--- src/rtl/cpu_ctrl_pkg.sv ---
// Shared run-control definitions: state encodings, HALT opcode, drain default.
package cpu_ctrl_pkg;

  localparam int unsigned STATE_W       = 3;
  localparam int unsigned DRAIN_W       = 3;
  localparam int unsigned DRAIN_CYC_DEF = 3;
  localparam int unsigned OPCODE_W      = 6;

  localparam logic [OPCODE_W-1:0] OP_HALT = 6'h3F;

  typedef enum logic [STATE_W-1:0] {
    S_IDLE  = 3'd0,
    S_RUN   = 3'd1,
    S_STEP  = 3'd2,
    S_DRAIN = 3'd3,
    S_HALT  = 3'd4
  } run_state_e;

  // Decode qualifier used by the ID stage to raise halt_seen.
  function automatic logic is_halt_op(input logic [OPCODE_W-1:0] opcode);
    return opcode == OP_HALT;
  endfunction

endpackage

--- src/rtl/cpu_run_ctrl.sv ---
// Run-control sequencer: start/stop/step/HALT handling, pipeline drain, cycle count.
// Optional breakpoint compare enabled by defining RUN_CTRL_BREAKPOINT_EN.
module cpu_run_ctrl
  import cpu_ctrl_pkg::*;
#(
  parameter int unsigned DRAIN_CYC = DRAIN_CYC_DEF,
  parameter int unsigned CNT_W     = 16
) (
  input  logic             clock,
  input  logic             reset,
  input  logic             cmd_start,
  input  logic             cmd_stop,
  input  logic             cmd_step,
  input  logic             halt_seen,
  input  logic [7:0]       pc,
  input  logic [7:0]       bp_addr,
  input  logic             bp_valid,
  output logic             cpu_enable,
  output logic             cpu_start,
  output logic [2:0]       state,
  output logic             halted,
  output logic [CNT_W-1:0] cycle_cnt
);

  run_state_e         state_q, state_d;
  logic [DRAIN_W-1:0] drain_q, drain_d;
  logic               en_q, en_d;
  logic               start_q, start_d;
  logic               halted_q, halted_d;
  logic               clr_cnt_c;
  logic [CNT_W-1:0]   cnt_q, cnt_d;
  logic               bp_hit_c;

`ifdef RUN_CTRL_BREAKPOINT_EN
  logic first_run_q;

  // Marks the first RUN cycle so a breakpoint on the resume pc does not re-fire.
  always_ff @(posedge clock) begin
    if (reset) first_run_q <= 1'b0;
    else       first_run_q <= (state_d == S_RUN) && (state_q != S_RUN);
  end

  assign bp_hit_c = bp_valid && (pc == bp_addr) && !first_run_q;
`else
  logic unused_bp_c;
  assign unused_bp_c = ^{pc, bp_addr, bp_valid};
  assign bp_hit_c    = 1'b0;
`endif

  // Next-state and registered-output decode.
  always_comb begin
    state_d   = state_q;
    drain_d   = drain_q;
    start_d   = 1'b0;
    clr_cnt_c = 1'b0;
    case (state_q)
      S_IDLE, S_HALT: begin
        if (cmd_start) begin
          state_d   = S_RUN;
          start_d   = 1'b1;
          clr_cnt_c = 1'b1;
        end else if (cmd_step) begin
          state_d = S_STEP;
        end
      end
      S_RUN: begin
        if (halt_seen || cmd_stop || bp_hit_c) begin
          state_d = S_DRAIN;
          drain_d = DRAIN_W'(DRAIN_CYC);
        end
      end
      S_STEP: begin
        state_d = halt_seen ? S_HALT : S_IDLE;
      end
      S_DRAIN: begin
        if (drain_q <= DRAIN_W'(1)) begin
          state_d = S_HALT;
          drain_d = '0;
        end else begin
          drain_d = drain_q - DRAIN_W'(1);
        end
      end
      default: begin
        state_d = S_IDLE;
        drain_d = '0;
      end
    endcase
    en_d     = (state_d == S_RUN) || (state_d == S_STEP) || (state_d == S_DRAIN);
    halted_d = (state_d == S_HALT);
  end

  // Executed-cycle counter: cleared on start, saturating increment while enabled.
  always_comb begin
    cnt_d = cnt_q;
    if (clr_cnt_c) begin
      cnt_d = '0;
    end else if (en_q && (cnt_q != {CNT_W{1'b1}})) begin
      cnt_d = cnt_q + CNT_W'(1);
    end
  end

  // State, drain counter and output registers.
  always_ff @(posedge clock) begin
    if (reset) begin
      state_q  <= S_IDLE;
      drain_q  <= '0;
      en_q     <= 1'b0;
      start_q  <= 1'b0;
      halted_q <= 1'b0;
      cnt_q    <= '0;
    end else begin
      state_q  <= state_d;
      drain_q  <= drain_d;
      en_q     <= en_d;
      start_q  <= start_d;
      halted_q <= halted_d;
      cnt_q    <= cnt_d;
    end
  end

  assign cpu_enable = en_q;
  assign cpu_start  = start_q;
  assign state      = 3'(state_q);
  assign halted     = halted_q;
  assign cycle_cnt  = cnt_q;

endmodule

--- config.mk ---
export PLATFORM = sky130hd
export DESIGN_NAME = cpu_run_ctrl
export DESIGN_NICKNAME = d
export VERILOG_FILES = /design/src/rtl/cpu_ctrl_pkg.sv /design/src/rtl/cpu_run_ctrl.sv
export SDC_FILE = /design/constraint.sdc
export NUM_CORES = 1
export LEC_CHECK = 0
export CORE_MARGIN = 2
export CORE_UTILIZATION = 44
export DETAILED_ROUTE_END_ITERATION = 8
export HOLD_SLACK_MARGIN = 0.15
export PLACE_DENSITY = 0.79
export REMOVE_ABC_BUFFERS = 1
export SYNTH_ARGS = -nofsm -noshare
export SYNTH_HDL_FRONTEND = slang
export SYNTH_SLANG_ARGS = --single-unit
--- constraint.sdc ---
create_clock -name clock -period 2.25 [get_ports clock]
set_input_delay 0.45 -clock clock [delete_from_list [all_inputs] [get_ports clock]]
set_output_delay 0.45 -clock clock [all_outputs]
set_load 0.02 [all_outputs]
After elaboration in Yosys (flattened, before gate mapping):

Index checks and enable logic that the tools add are counted.

* reductions and logical operators: 9
* muxes and demuxes: 11
* bitwise operators: 1
* $lt $le $gt $ge: 1
* $add $sub $neg: 2
* equality and inequality tests: 10

Operators with widths (count)
* $mux W3: 7
* $add A16 B1 Y16 const B: 1
* $ne A16 B16 Y1 const B: 1
* $eq A3 B2 Y1 const B: 4
* $pmux W3 S4: 1
* $pmux W3 S3: 1
* $eq A3 B1 Y1 const B: 2
* $eq A3 B3 Y1 const B: 2
* $reduce_or A2 Y1: 2
* $le A3 B1 Y1 const B: 1
* $logic_not A3 Y1: 1
* $logic_or A1 B1 Y1: 3
* $reduce_or A3 Y1: 1
* $sub A3 B1 Y3 const B: 1
* $mux W1: 2
* $ne A2 B2 Y1 const B: 1
* $reduce_and A2 Y1: 1
* $logic_and A1 B1 Y1: 1
* $not A1 Y1: 1

* logic and storage cells: 40
* register bits: 25
* input bits: 23
* output and inout port bits: 22

Logic depth before layout (Yosys ltp):

* depth after elaboration: 6
* mapped depth: 6
* gate-level depth less buffers: 6

Worst setup path before layout:

OpenSTA, ideal clock, no wires.

* kind: flip-flop to flip-flop
* start: register cnt_q[0], in the netlist cycle_cnt[0]
* end: register cnt_q[7], in the netlist cycle_cnt[7]
* data required time: 2.180 ns
* stages on the path, launching flop included: 6
* path slack: 0.504 ns
* setup time: 0.070 ns
* period minus slack after synthesis: 1.746 ns
* path buffers: 0
* data arrival time: 1.675 ns
* cell sequence: dfxtp_1 > ha_1 > and4_1 > and4_1 > or4_1 > a21oi_1

* longest elaborated chain between the ends: 2
* elaborated cells between the ends (all ways): 3
* classes of those cells: add/sub (1); eq/ne (1); reduce/logical (1)

RTL lines
* start, declared: RTL line cpu_run_ctrl.sv:31 `logic [CNT_W-1:0] cnt_q, cnt_d;`
* start signal, assigned: RTL line cpu_run_ctrl.sv:117 `cnt_q <= cnt_d;`
* branches (longest 2 deep; another with $add A16 B1 Y16)

Several ways; the timed one is not identified.
A chain may end at the register's enable or synchronous reset.

Worst setup path in the final report:

Same ends and word-level chain as after synthesis.

==> reports/results.tsv <==
stage	metric	value	unit
routing	Total Wirelength	3.044	mm
routing	router iterations before antenna repair	4	
routing	vias after detailed routing	1236	
timing	highest achievable clock rate	0.5041	GHz
min_path	cell depth of the worst min-delay path	1	
setup_path	beginning of the worst register-to-register path	cycle_cnt[0]	
clock_tree	clk slew on worst S/H paths	0.14	ns
setup_path	Worst Path Arrival	2.23	ns
clock_tree	H-tree depth reported by CTS	1	
cells_and_area	ANT cells	0	
global_route	vias in the first global route	1209	
global_route	GRT overflow	0	
timing	endpoints failing hold	0	
routing	Post-route DRC	0	
cells_and_area	area of combinational cells with multiple inputs	705.7	um^2
die	vertical die dimension	57.49	um
timing	setup repair after global routing missed its margin	false	
die	Core Footprint	0.002734	mm^2
synth	number of synthesis warnings	0	
global_route	global-route wire length before repair	5.375	mm
setup_path	worst stage delay on the critical path	0.52	ns
synth	arithmetic-cell share of the synthesized area counting full adders, half adders and majority gates	2.982	%
setup_path	number of logic stages on the critical path including buffering	5	
setup_path	Buffers & Inverters on Critical Path	0	
synth	number of enable flip-flop cells after synthesis	0	
min_path	launch point of the worst hold path	drain_q[2]	
routing	DR WL/cell	14.50	um
run_status	run status	finished, final reports clean	
placement	cell area after placement	0.001583	mm^2
power	Max IR drop VDD	0.0003634	V
placement	global placement routability congestion	0.8006	
cells_and_area	cell area after layout	0.001609	mm^2
synth	simple-gate area share of the yosys netlist	29.92	%
cells_and_area	ratio of cells with drive above 1 in the final layout	5.587	%
synth	cell taking the most area after synthesis	sky130_fd_sc_hd__dfxtp_1	
synth	cell types occupying the most area after synthesis	sky130_fd_sc_hd__dfxtp_1, sky130_fd_sc_hd__a21oi_1, sky130_fd_sc_hd__or4_1	
setup_path	slowest stage cell, crit path	sky130_fd_sc_hd__or4_1	
synth	area fraction of the dominant cell type after synthesis	39.76	%
synth	area share of xor/xnor cells in the synthesized design	0	%
synth	combinational family with the most area after synthesis	simple AND/OR/NAND/NOR gates	
cells_and_area	final-layout fill cell count	243	
setup_path	CP Cell Sequence	ha_1, and4_1, and4_1, or4_1, a21oi_1	
setup_path	family with the most delay on the worst path	simple AND/OR/NAND/NOR gates	
min_path	path type of the worst min-delay path	reg -> reg	
cells_and_area	sequential standard cell area	500.5	um^2
cells_and_area	Final Net Count	206	
synth	register bit count reported by yosys	25	
clock_tree	cts hold-fix bufs	0	
timing	setup TNS after final layout	0	ns
clock_tree	Post-CTS Setup Inserts	0	
synth	Post-Syn Area per Cell	8.505	um^2
synth	fraction of synthesized area in multiplexers	0	%
die	die span in x	57.49	um
timing	fraction of the cycle the final worst path needs	88.16	%
timing	actual slew at the worst max-slew pin	0.4978	ns
routing	per-cell via count in the routed design	5.886	
setup_path	worst-path fanout max	16	
synth	most used flip-flop cell after synthesis	sky130_fd_sc_hd__dfxtp_1	
timing	number of max-slew violations in the final report	0	
power	power per cell area	536.0	mW/mm^2
clock_tree	Clock Latency Late Sink	0.31	ns
clock_tree	TritonCTS clock tree	done	
synth	number of distinct library cells after synthesis	39	
setup_path	Most common cell on crit path	sky130_fd_sc_hd__and4_1	
global_route	maximum number of pins on one net before global-route repair	17	
routing	Final ANT Viol Nets	0	
setup_path	Worst setup EP type	register	
global_route	antenna violations before repair	0	
die	initial core utilization	46.04	%
clock_tree	number of clock buffers inserted by TritonCTS	3	
clock_tree	number of sinks driven by the clock tree	25	
cells_and_area	area grow syn2layout	27.83	%
synth	Compound-Gate Fraction of Synth Area	23.16	%
clock_tree	clk root buf	sky130_fd_sc_hd__clkbuf_4	
clock_tree	Bufs on Longest Clock Path	2	
setup_path	path depth of the worst reg2reg path	5	
synth	instance count of the mapped netlist	148	
clock_tree	Gates resized, CTS repair	0	
synth	Mapped Area	0.001259	mm^2
power	leakage power of the design	0.5282	nW
timing	worst slew margin relative to its limit	66.81	%
die	die footprint	0.003305	mm^2
placement	Port-buffer cells	27	
timing	Worst Skew	0.009107	ns
placement	dpl hpwl	2.316	mm
setup_path	required time worst endpoint	2.50	ns
job	MaxCap Viol Count	0	
timing	post-route minimum period	1.984	ns
synth	share of synthesized area occupied by flip-flops and latches	39.76	%
timing	final count of negative-setup-slack endpoints	0	
global_route	GRT Util Overall	20.30	%
synth	fraction of registers with async set or reset after synthesis	0	%
die	I/O pin total	45	
routing	iteration-0 DRC count of the detailed router	63	
setup_path	worst setup path startpoint	cycle_cnt[0]	
setup_path	Setup crit start kind	register	
die	floorplan row count	19	
setup_path	type of the worst setup path	reg -> reg	
==> cells in the mapped netlist (all sizes together) (3+ instances only) <==
| master | n |
|---|---|
| a21oi | 18 |
| a31oi | 3 |
| and4 | 6 |
| buf | 3 |
| dfxtp | 25 |
| ha | 3 |
| inv | 8 |
| nand2 | 7 |
| nand3 | 6 |
| nand4 | 4 |
| nor2 | 5 |
| nor3 | 6 |
| o21ai | 8 |
| o31ai | 5 |
| or3 | 7 |
| or4 | 6 |
==> logic make-up after synthesis <==
| family | count (synthesis) |
|---|---|
| buffers and inverters | 13 |
| adder cells (fa/ha/maj) | 3 |
| flip-flops | 25 |
| AND/OR/NAND/NOR | 60 |
| AO/OA/AOI/OAI | 47 |
==> power breakdown <==
| part | internal [W] | leakage, nW | switching (W) |
|---|---|---|---|
| combinational | 0.0000794 | 0.310 | 0.0000981 |
| clock | 0.0000691 | 0.0150 | 0.000132 |
| sequential | 0.000463 | 0.203 | 0.0000212 |
| total | 0.000611 | 0.528 | 0.000251 |
==> placed cells by master, fill, tap and decap left out, drive strengths merged, types with 2 or more instances in the layout <==
cell	n
clkdlybuf4s50	27
dfxtp	25
a21oi	18
inv	8
o21ai	8
or3	7
nand2	7
nor3	6
nand3	6
or4	6
and4	6
nor2	5
o31ai	5
buf	5
nand4	4
clkbuf	4
a31oi	3
ha	3
nand2b	2
nor2b	2
nand3b	2
and2	2
and3	2
o41ai	2
a41oi	2
==> flip-flops by register name (all words and copies together) (netlist names) <==
name / flops
halted: 1
cpu_enable: 1
state: 3
cpu_start: 1
drain_q: 3
cycle_cnt: 16
==> per-stage QoR <==
| stage | hold WS (ns) | cells | worst slack, ns | total power, W | util, % |
|---|---|---|---|---|---|
| floorplan | 0.4209 | 143 | 0.4010 | 0.0005879 | - |
| global placement | 0.4333 | 206 | 0.3074 | 0.0006610 | 57.89 |
| detailed placement | 0.4339 | 206 | 0.2650 | 0.0006698 | 57.89 |
| CTS | 0.4526 | 210 | 0.2807 | 0.0008681 | 58.86 |
| global route | 0.4637 | 210 | 0.1470 | 0.0009108 | 58.86 |
| finish | 0.4534 | 210 | 0.2663 | 0.0008625 | 58.86 |
==> cell type report <==
cell class              instances  share of cell area, %
clock buffers                   4                  1.633
inverters                       8                  1.866
multi-input cells             110                  43.86
flip-flops and latches         25                  31.10
well taps                      31                  2.411
repair buffers                 32                  19.13
==> final timing paths <==
kind,to,slack [ns]
setup / recovery,cycle_cnt[7],0.27
hold / removal,drain_q[2],0.45
setup reg to reg,cycle_cnt[7],0.27
hold reg to reg,drain_q[2],0.45
==> layer usage <==
metal / vias up / global-route usage [%] / wire, um
li1: 630 / - / -
met1: 577 / 26.45 / 1411
met2: 27 / 35.39 / 1526
met3: 2 / 2.041 / 89
met4: 0 / 5.980 / 17
met5: - / 0 / 0
Note: power is estimated with default switching activity, not from simulation.
